--- src/rtl/pattern_detector_pkg.sv ---
// -----------------------------------------------------------------------------
// pattern_detector_pkg
// Shared definitions for the serial pattern detector:
//   state_e          - detector FSM state encoding (EMPTY / FILLING / ARMED)
//   DEFAULT_PATTERN  - pattern loaded at reset when the top-level parameter
//                      is left at its default
// -----------------------------------------------------------------------------
package pattern_detector_pkg;

    typedef enum logic [1:0] {
        ST_EMPTY   = 2'd0,  // no samples collected since last restart
        ST_FILLING = 2'd1,  // some, but fewer than a full pattern of samples
        ST_ARMED   = 2'd2   // history holds a full pattern window
    } state_e;

    localparam logic [3:0] DEFAULT_PATTERN = 4'b1011;

endpackage

--- src/rtl/pattern_detector_saturating_counter.sv ---
// -----------------------------------------------------------------------------
// saturating_counter
// Event counter that stops at its all-ones value instead of wrapping.
// Ports:
//   clk    - clock, rising edge
//   reset  - synchronous active-high reset, count returns to 0
//   inc    - count one event this cycle
//   clr    - zero the count; an inc in the same cycle wins and leaves count=1
//   count  - registered count value
// -----------------------------------------------------------------------------
module saturating_counter #(
    parameter int WIDTH = 8
) (
    input  logic             clk,
    input  logic             reset,
    input  logic             inc,
    input  logic             clr,
    output logic [WIDTH-1:0] count
);

    localparam logic [WIDTH-1:0] COUNT_MAX = '1;
    localparam logic [WIDTH-1:0] COUNT_ONE = WIDTH'(1);

    logic [WIDTH-1:0] count_q;
    logic [WIDTH-1:0] count_d;

    always_comb begin
        count_d = count_q;
        if (inc) begin
            // An event coinciding with a clear restarts the count at one.
            if (clr) begin
                count_d = COUNT_ONE;
            end else if (count_q != COUNT_MAX) begin
                count_d = count_q + COUNT_ONE;
            end
        end else if (clr) begin
            count_d = '0;
        end
    end

    always_ff @(posedge clk) begin
        if (reset) begin
            count_q <= '0;
        end else begin
            count_q <= count_d;
        end
    end

    assign count = count_q;

endmodule

--- src/rtl/pattern_detector.sv ---
// -----------------------------------------------------------------------------
// pattern_detector
// Serial bit-pattern detector. Accepted samples shift into a history register
// (new bit at the LSB); when a full window of history equals the stored
// pattern a one-cycle pulse is produced, a sticky flag is set and a
// saturating match counter advances.
// Ports:
//   clk               - clock, rising edge
//   reset             - synchronous active-high reset, highest priority
//   update            - value is a valid sample this cycle
//   value             - serial input bit
//   load              - store pattern_in, flush history (beats update)
//   pattern_in        - new pattern, MSB compared against the oldest bit
//   overlap           - 1: keep history after a match, 0: restart after match
//   clear             - zero match_count and sequence_seen (a match wins)
//   sequence_detected - registered one-cycle pulse per match
//   sequence_seen     - sticky "a match has happened" flag
//   match_count       - saturating number of matches
// -----------------------------------------------------------------------------
module pattern_detector
    import pattern_detector_pkg::*;
#(
    parameter int                       PATTERN_WIDTH = 4,
    parameter int                       COUNT_WIDTH   = 8,
    parameter logic [PATTERN_WIDTH-1:0] RESET_PATTERN = PATTERN_WIDTH'(DEFAULT_PATTERN)
) (
    input  logic                     clk,
    input  logic                     reset,
    input  logic                     update,
    input  logic                     value,
    input  logic                     load,
    input  logic [PATTERN_WIDTH-1:0] pattern_in,
    input  logic                     overlap,
    input  logic                     clear,
    output logic                     sequence_detected,
    output logic                     sequence_seen,
    output logic [COUNT_WIDTH-1:0]   match_count
);

    localparam int                FILL_W    = $clog2(PATTERN_WIDTH + 1);
    localparam logic [FILL_W-1:0] FILL_FULL = FILL_W'(PATTERN_WIDTH);
    localparam logic [FILL_W-1:0] FILL_LAST = FILL_W'(PATTERN_WIDTH - 1);
    localparam logic [FILL_W-1:0] FILL_ONE  = FILL_W'(1);

    state_e                   state_q;
    state_e                   state_d;
    logic [PATTERN_WIDTH-1:0] history_q;
    logic [PATTERN_WIDTH-1:0] history_d;
    logic [PATTERN_WIDTH-1:0] pattern_q;
    logic [PATTERN_WIDTH-1:0] pattern_d;
    logic [FILL_W-1:0]        fill_q;
    logic [FILL_W-1:0]        fill_d;
    logic                     detected_q;
    logic                     seen_q;
    logic                     seen_d;

    logic [PATTERN_WIDTH-1:0] hist_shift;
    logic [FILL_W-1:0]        fill_inc;
    logic                     accept;
    logic                     full_after;
    logic                     match;
    logic                     restart;

    // ---- FSM: state register ----
    always_ff @(posedge clk) begin
        if (reset) begin
            state_q <= ST_EMPTY;
        end else begin
            state_q <= state_d;
        end
    end

    // ---- FSM: next-state logic ----
    always_comb begin
        state_d = state_q;
        if (load) begin
            state_d = ST_EMPTY;
        end else if (accept) begin
            if (restart) begin
                state_d = ST_EMPTY;
            end else if (full_after) begin
                state_d = ST_ARMED;
            end else begin
                state_d = ST_FILLING;
            end
        end
    end

    // ---- FSM: outputs (sample acceptance and match decode) ----
    always_comb begin
        // load discards any sample presented in the same cycle.
        accept     = update && !load;
        hist_shift = {history_q[PATTERN_WIDTH-2:0], value};
        fill_inc   = (state_q == ST_ARMED) ? FILL_FULL : fill_q + FILL_ONE;
        // The window is full after this sample if it already was, or if this
        // sample is the last one missing.
        full_after = (state_q == ST_ARMED) || (fill_q == FILL_LAST);
        match      = accept && full_after && (hist_shift == pattern_q);
        restart    = match && !overlap;
    end

    // ---- History, fill, pattern and sticky flag next values ----
    always_comb begin
        history_d = history_q;
        fill_d    = fill_q;
        pattern_d = pattern_q;
        if (load) begin
            pattern_d = pattern_in;
            history_d = '0;
            fill_d    = '0;
        end else if (accept) begin
            if (restart) begin
                history_d = '0;
                fill_d    = '0;
            end else begin
                history_d = hist_shift;
                fill_d    = fill_inc;
            end
        end

        seen_d = seen_q;
        if (match) begin
            seen_d = 1'b1;
        end else if (clear) begin
            seen_d = 1'b0;
        end
    end

    always_ff @(posedge clk) begin
        if (reset) begin
            history_q  <= '0;
            fill_q     <= '0;
            pattern_q  <= RESET_PATTERN;
            detected_q <= 1'b0;
            seen_q     <= 1'b0;
        end else begin
            history_q  <= history_d;
            fill_q     <= fill_d;
            pattern_q  <= pattern_d;
            detected_q <= match;
            seen_q     <= seen_d;
        end
    end

    saturating_counter #(
        .WIDTH (COUNT_WIDTH)
    ) u_match_counter (
        .clk   (clk),
        .reset (reset),
        .inc   (match),
        .clr   (clear),
        .count (match_count)
    );

    assign sequence_detected = detected_q;
    assign sequence_seen     = seen_q;

endmodule
--- config.mk ---
export PLATFORM = sky130hd
export DESIGN_NAME = pattern_detector
export DESIGN_NICKNAME = d
export VERILOG_FILES = /design/src/rtl/pattern_detector_pkg.sv /design/src/rtl/pattern_detector_saturating_counter.sv /design/src/rtl/pattern_detector.sv
export SDC_FILE = /design/constraint.sdc
export NUM_CORES = 1
export LEC_CHECK = 0
export CORE_MARGIN = 10
export CORE_UTILIZATION = 47
export CTS_BUF_LIST = sky130_fd_sc_hd__clkbuf_8
export CTS_CLUSTER_DIAMETER = 60
export DETAILED_ROUTE_END_ITERATION = 6
export PLACE_DENSITY = 0.76
export SLEW_MARGIN = 10
export SYNTH_ARGS = -nofsm -noshare
export SYNTH_HDL_FRONTEND = slang
export SYNTH_SLANG_ARGS = --single-unit
--- constraint.sdc ---
create_clock -name clk -period 1.7 [get_ports clk]
set_input_delay 0.255 -clock clk [delete_from_list [all_inputs] [get_ports clk]]
set_output_delay 0.255 -clock clk [all_outputs]
set_load 0.05 [all_outputs]
==> impl_metrics.py <==
metrics = {
    "sta": {
        "grt_setup_unrepaired": "yes",
        "slew_viol_final": 0,
        "finalCritPeriodShare": 0.992,
        "finalWorstSetupSlack_ns": 0.0143,
        "slew_headroom": 0.775,
        "period_minus_slack_ns": 1.69,
        "fin_skew_ns": 0.00893,
        "hold_viol": 0,
        "setup_viol": 0,
        "worst-slew-pin-transition_ns": 0.336,
        "timing.hold.ws_ns": 0.466,
        "fmax_mhz": 593,
    },
    "clocking": {
        "cts_made_buffers": 3,
        "htree_num_levels": 1,
        "clockRootBuffer": "clkbuf_8",
        "tritoncts": "yes",
        "clkLatencyLatePin_ns": 0.27,
        "clk_pin_slew_ns": 0.08,
        "cts_buffer_depth": 2,
        "cts.sinks": 22,
        "hold_buffers": 0,
    },
    "yosys": {
        "ys_ff_latch": 22,
        "netlist_area_mm2": 0.00108,
        "mappedNetlistNets": 131,
        "synthDistinctLibCells": 35,
        "yosysSeqAreaShare": 0.409,
        "syn_avg_cell_area_um2": 9.20,
        "yosys_warnings": 0,
        "syn_inst": 117,
    },
    "min_path": {
        "hp-class": "reg2reg",
        "min_path_cells": 2,
    },
    "worst_setup_path": {
        "start_kind": "flip-flop",
        "crit_path_max_incr_delay_ns": 0.41,
        "crit_path_max_fanout": 6,
        "critPathCaptureType": "flip-flop",
        "cp.arrival_ns": 1.88,
        "criticalPathCategory": "reg2reg",
        "cp_slowest_cell": "or4_1",
        "crit_required_ns": 1.89,
        "r2r_cells": 5,
        "cp_cell_sequence": "ha_4 -> and4_4 -> a211o_4 -> or4_1 -> a21oi_1",
    },
    "detailed_routing": {
        "ant_nets": 0,
        "dr.pass1.iters": 4,
        "viasPerCell": 5.67,
        "dr.first_iter.drc_count": 32,
        "wl_um": 2760,
        "drcViolationCount": 0,
        "wl_per_cell_um": 15.1,
        "vias": 1032,
    },
    "global_route": {
        "grt_pass1_vias": 1033,
        "grt_overflow": 0,
        "grt_start_max_net_pins": 13,
        "grt_pass1_wl_um": 4550,
        "antenna_found_initial": 0,
        "grt_usage": 0.125,
    },
    "placement": {
        "dp_slack_ns": -0.233,
        "io_buffers": 20,
        "dpl.hpwl_um": 2010,
        "place.gp.congestion": 0.807,
    },
    "layout": {
        "mostFrequentLayoutCells": "buf_4 (27), dfxtp_1 (20), nand2_1 (11)",
        "final_common_cell": "buf_4",
        "layout-drive-gt1-share": 0.325,
        "fin_nets": 169,
        "areaGrowthSynthToFinish_pct": 41.7,
        "n_antenna_cell": 0,
    },
    "die": {
        "chipHeight_um": 67.8,
        "fp.dieArea_mm2": 0.00460,
        "start_util": 0.491,
        "std_cell_rows": 17,
        "core_mm2": 0.00219,
        "io_pins": 21,
        "die_w_um": 67.8,
    },
    "status": {
        "outcome": "completed",
    },
    "power_and_ir_drop": {
        "peakVddDrop_v": 0.000612,
        "p_leak_nw": 0.579,
        "powerDensity_mw_per_mm2": 641,
    },
    "run": {
        "drv_cap": 0,
    },
}
-- cell families (layout without fill, tap and decap cells) --
logic type | after synthesis | in the layout | synth area share
muxes | 5 | 5 | 0.0465
AOI/OAI and AO/OA | 31 | 31 | 0.205
xor gates and xnor gates | 4 | 4 | 0.0326
adders and majority gates | 3 | 3 | 0.0349
and+or+nand+nor | 44 | 44 | 0.227
buffers and inverters | 8 | 45 | 0.0453
DFF | 22 | 22 | 0.409
-- worst paths after layout --
check	from	to	slack, ns
max reg2reg	u_match_counter.count[1]	u_match_counter.count[4]	0.01
min reg2reg	state_q[1]	state_q[1]	0.47
min	state_q[1]	state_q[1]	0.47
max	u_match_counter.count[1]	u_match_counter.count[4]	0.01
-- Yosys cell counts --
| library cell | number | area share |
|---|---|---|
| inv_1 | 4 | 0.014 |
| buf_4 | 1 | 0.0070 |
| buf_6 | 2 | 0.021 |
| o211a_1 | 1 | 0.0093 |
| o2111ai_2 | 1 | 0.014 |
| nand3_1 | 4 | 0.019 |
| o211ai_1 | 1 | 0.0070 |
| xnor2_1 | 2 | 0.016 |
| and4_4 | 1 | 0.010 |
| nand2b_1 | 1 | 0.0058 |
| and3_4 | 1 | 0.010 |
| a31oi_1 | 1 | 0.0058 |
| o31ai_1 | 4 | 0.028 |
| o21ai_0 | 7 | 0.033 |
| nor4b_1 | 1 | 0.0081 |
| o31ai_2 | 1 | 0.012 |
| nor2b_1 | 6 | 0.035 |
| nand4_1 | 1 | 0.0058 |
| nand2_1 | 11 | 0.038 |
| a211oi_1 | 3 | 0.021 |
| or2_2 | 2 | 0.012 |
| o2111a_1 | 1 | 0.010 |
| a211o_1 | 4 | 0.033 |
| nor2_1 | 8 | 0.028 |
| a21oi_1 | 7 | 0.033 |
| nor3_1 | 2 | 0.0093 |
| or3_1 | 1 | 0.0058 |
| nor2b_4 | 1 | 0.013 |
| xor2_1 | 2 | 0.016 |
| nor4_1 | 1 | 0.0058 |
| clkbuf_1 | 1 | 0.0035 |
| mux2i_1 | 5 | 0.047 |
| dfxtp_1 | 22 | 0.41 |
| ha_1 | 3 | 0.035 |
| or4_1 | 3 | 0.021 |
-- layout make-up --
class	instances	area, um2
repair buffers	37	303
clock inverters	1	3.75
flip-flops and latches	22	448
clock buffers	3	41.3
inverters	4	15.0
multi-input cells	87	679
fillers	167	666
well taps	28	35.0
-- critical path, delay by kind of cell (launching register included) --
family,cells,cell delay (ns)
AOI/OAI and AO/OA,2,0.48
and+or+nand+nor,2,0.61
adders and majority gates,1,0.16
DFF,1,0.36
-- layer usage --
| layer | vias to the layer above | routed length [um] | global-route usage |
|---|---|---|---|
| li1 | 503 | - | - |
| met1 | 483 | 1170 | 0.143 |
| met2 | 37 | 1300 | 0.197 |
| met3 | 9 | 194 | 0.0408 |
| met4 | 0 | 89 | 0.0804 |
| met5 | - | 0 | 0 |
-- through the flow --
stage | total power, mW | utilization | setup TNS, ns | std cells | area, um2
finish | 0.978 | 0.696 | 0 | 182 | 1530
global route | 1.02 | 0.696 | -0.0229 | 182 | 1530
CTS | 0.980 | 0.668 | 0 | 181 | 1460
detailed placement | 0.652 | 0.636 | -1.50 | 177 | 1390
global placement | 0.648 | 0.636 | -1.10 | 177 | 1390
floorplan | 0.600 | - | -0.0867 | 117 | 1100
-- timing repair --
| action | CTS | global route |
|---|---|---|
| setup buffers | 0 | 1 |
| pin swaps | 4 | 2 |
| hold endpoints to repair | 0 | 0 |
| endpoints found under the setup margin | 4 | 6 |
| gates resized for setup | 3 | 11 |
-- flip-flops by register name, indices dropped and copies added, names as in the netlist --
register and flops:
state_q 2, history_q 3, sequence_seen 1, u_match_counter.count 8, pattern_q 4, fill_q 3, sequence_detected 1
-- where the power goes --
group	internal [mW]	switching, mW
clock	0.161	0.165
sequential	0.522	0.00753
combinational	0.0642	0.0574
total	0.748	0.230
Power figures use the tool's default switching activity.
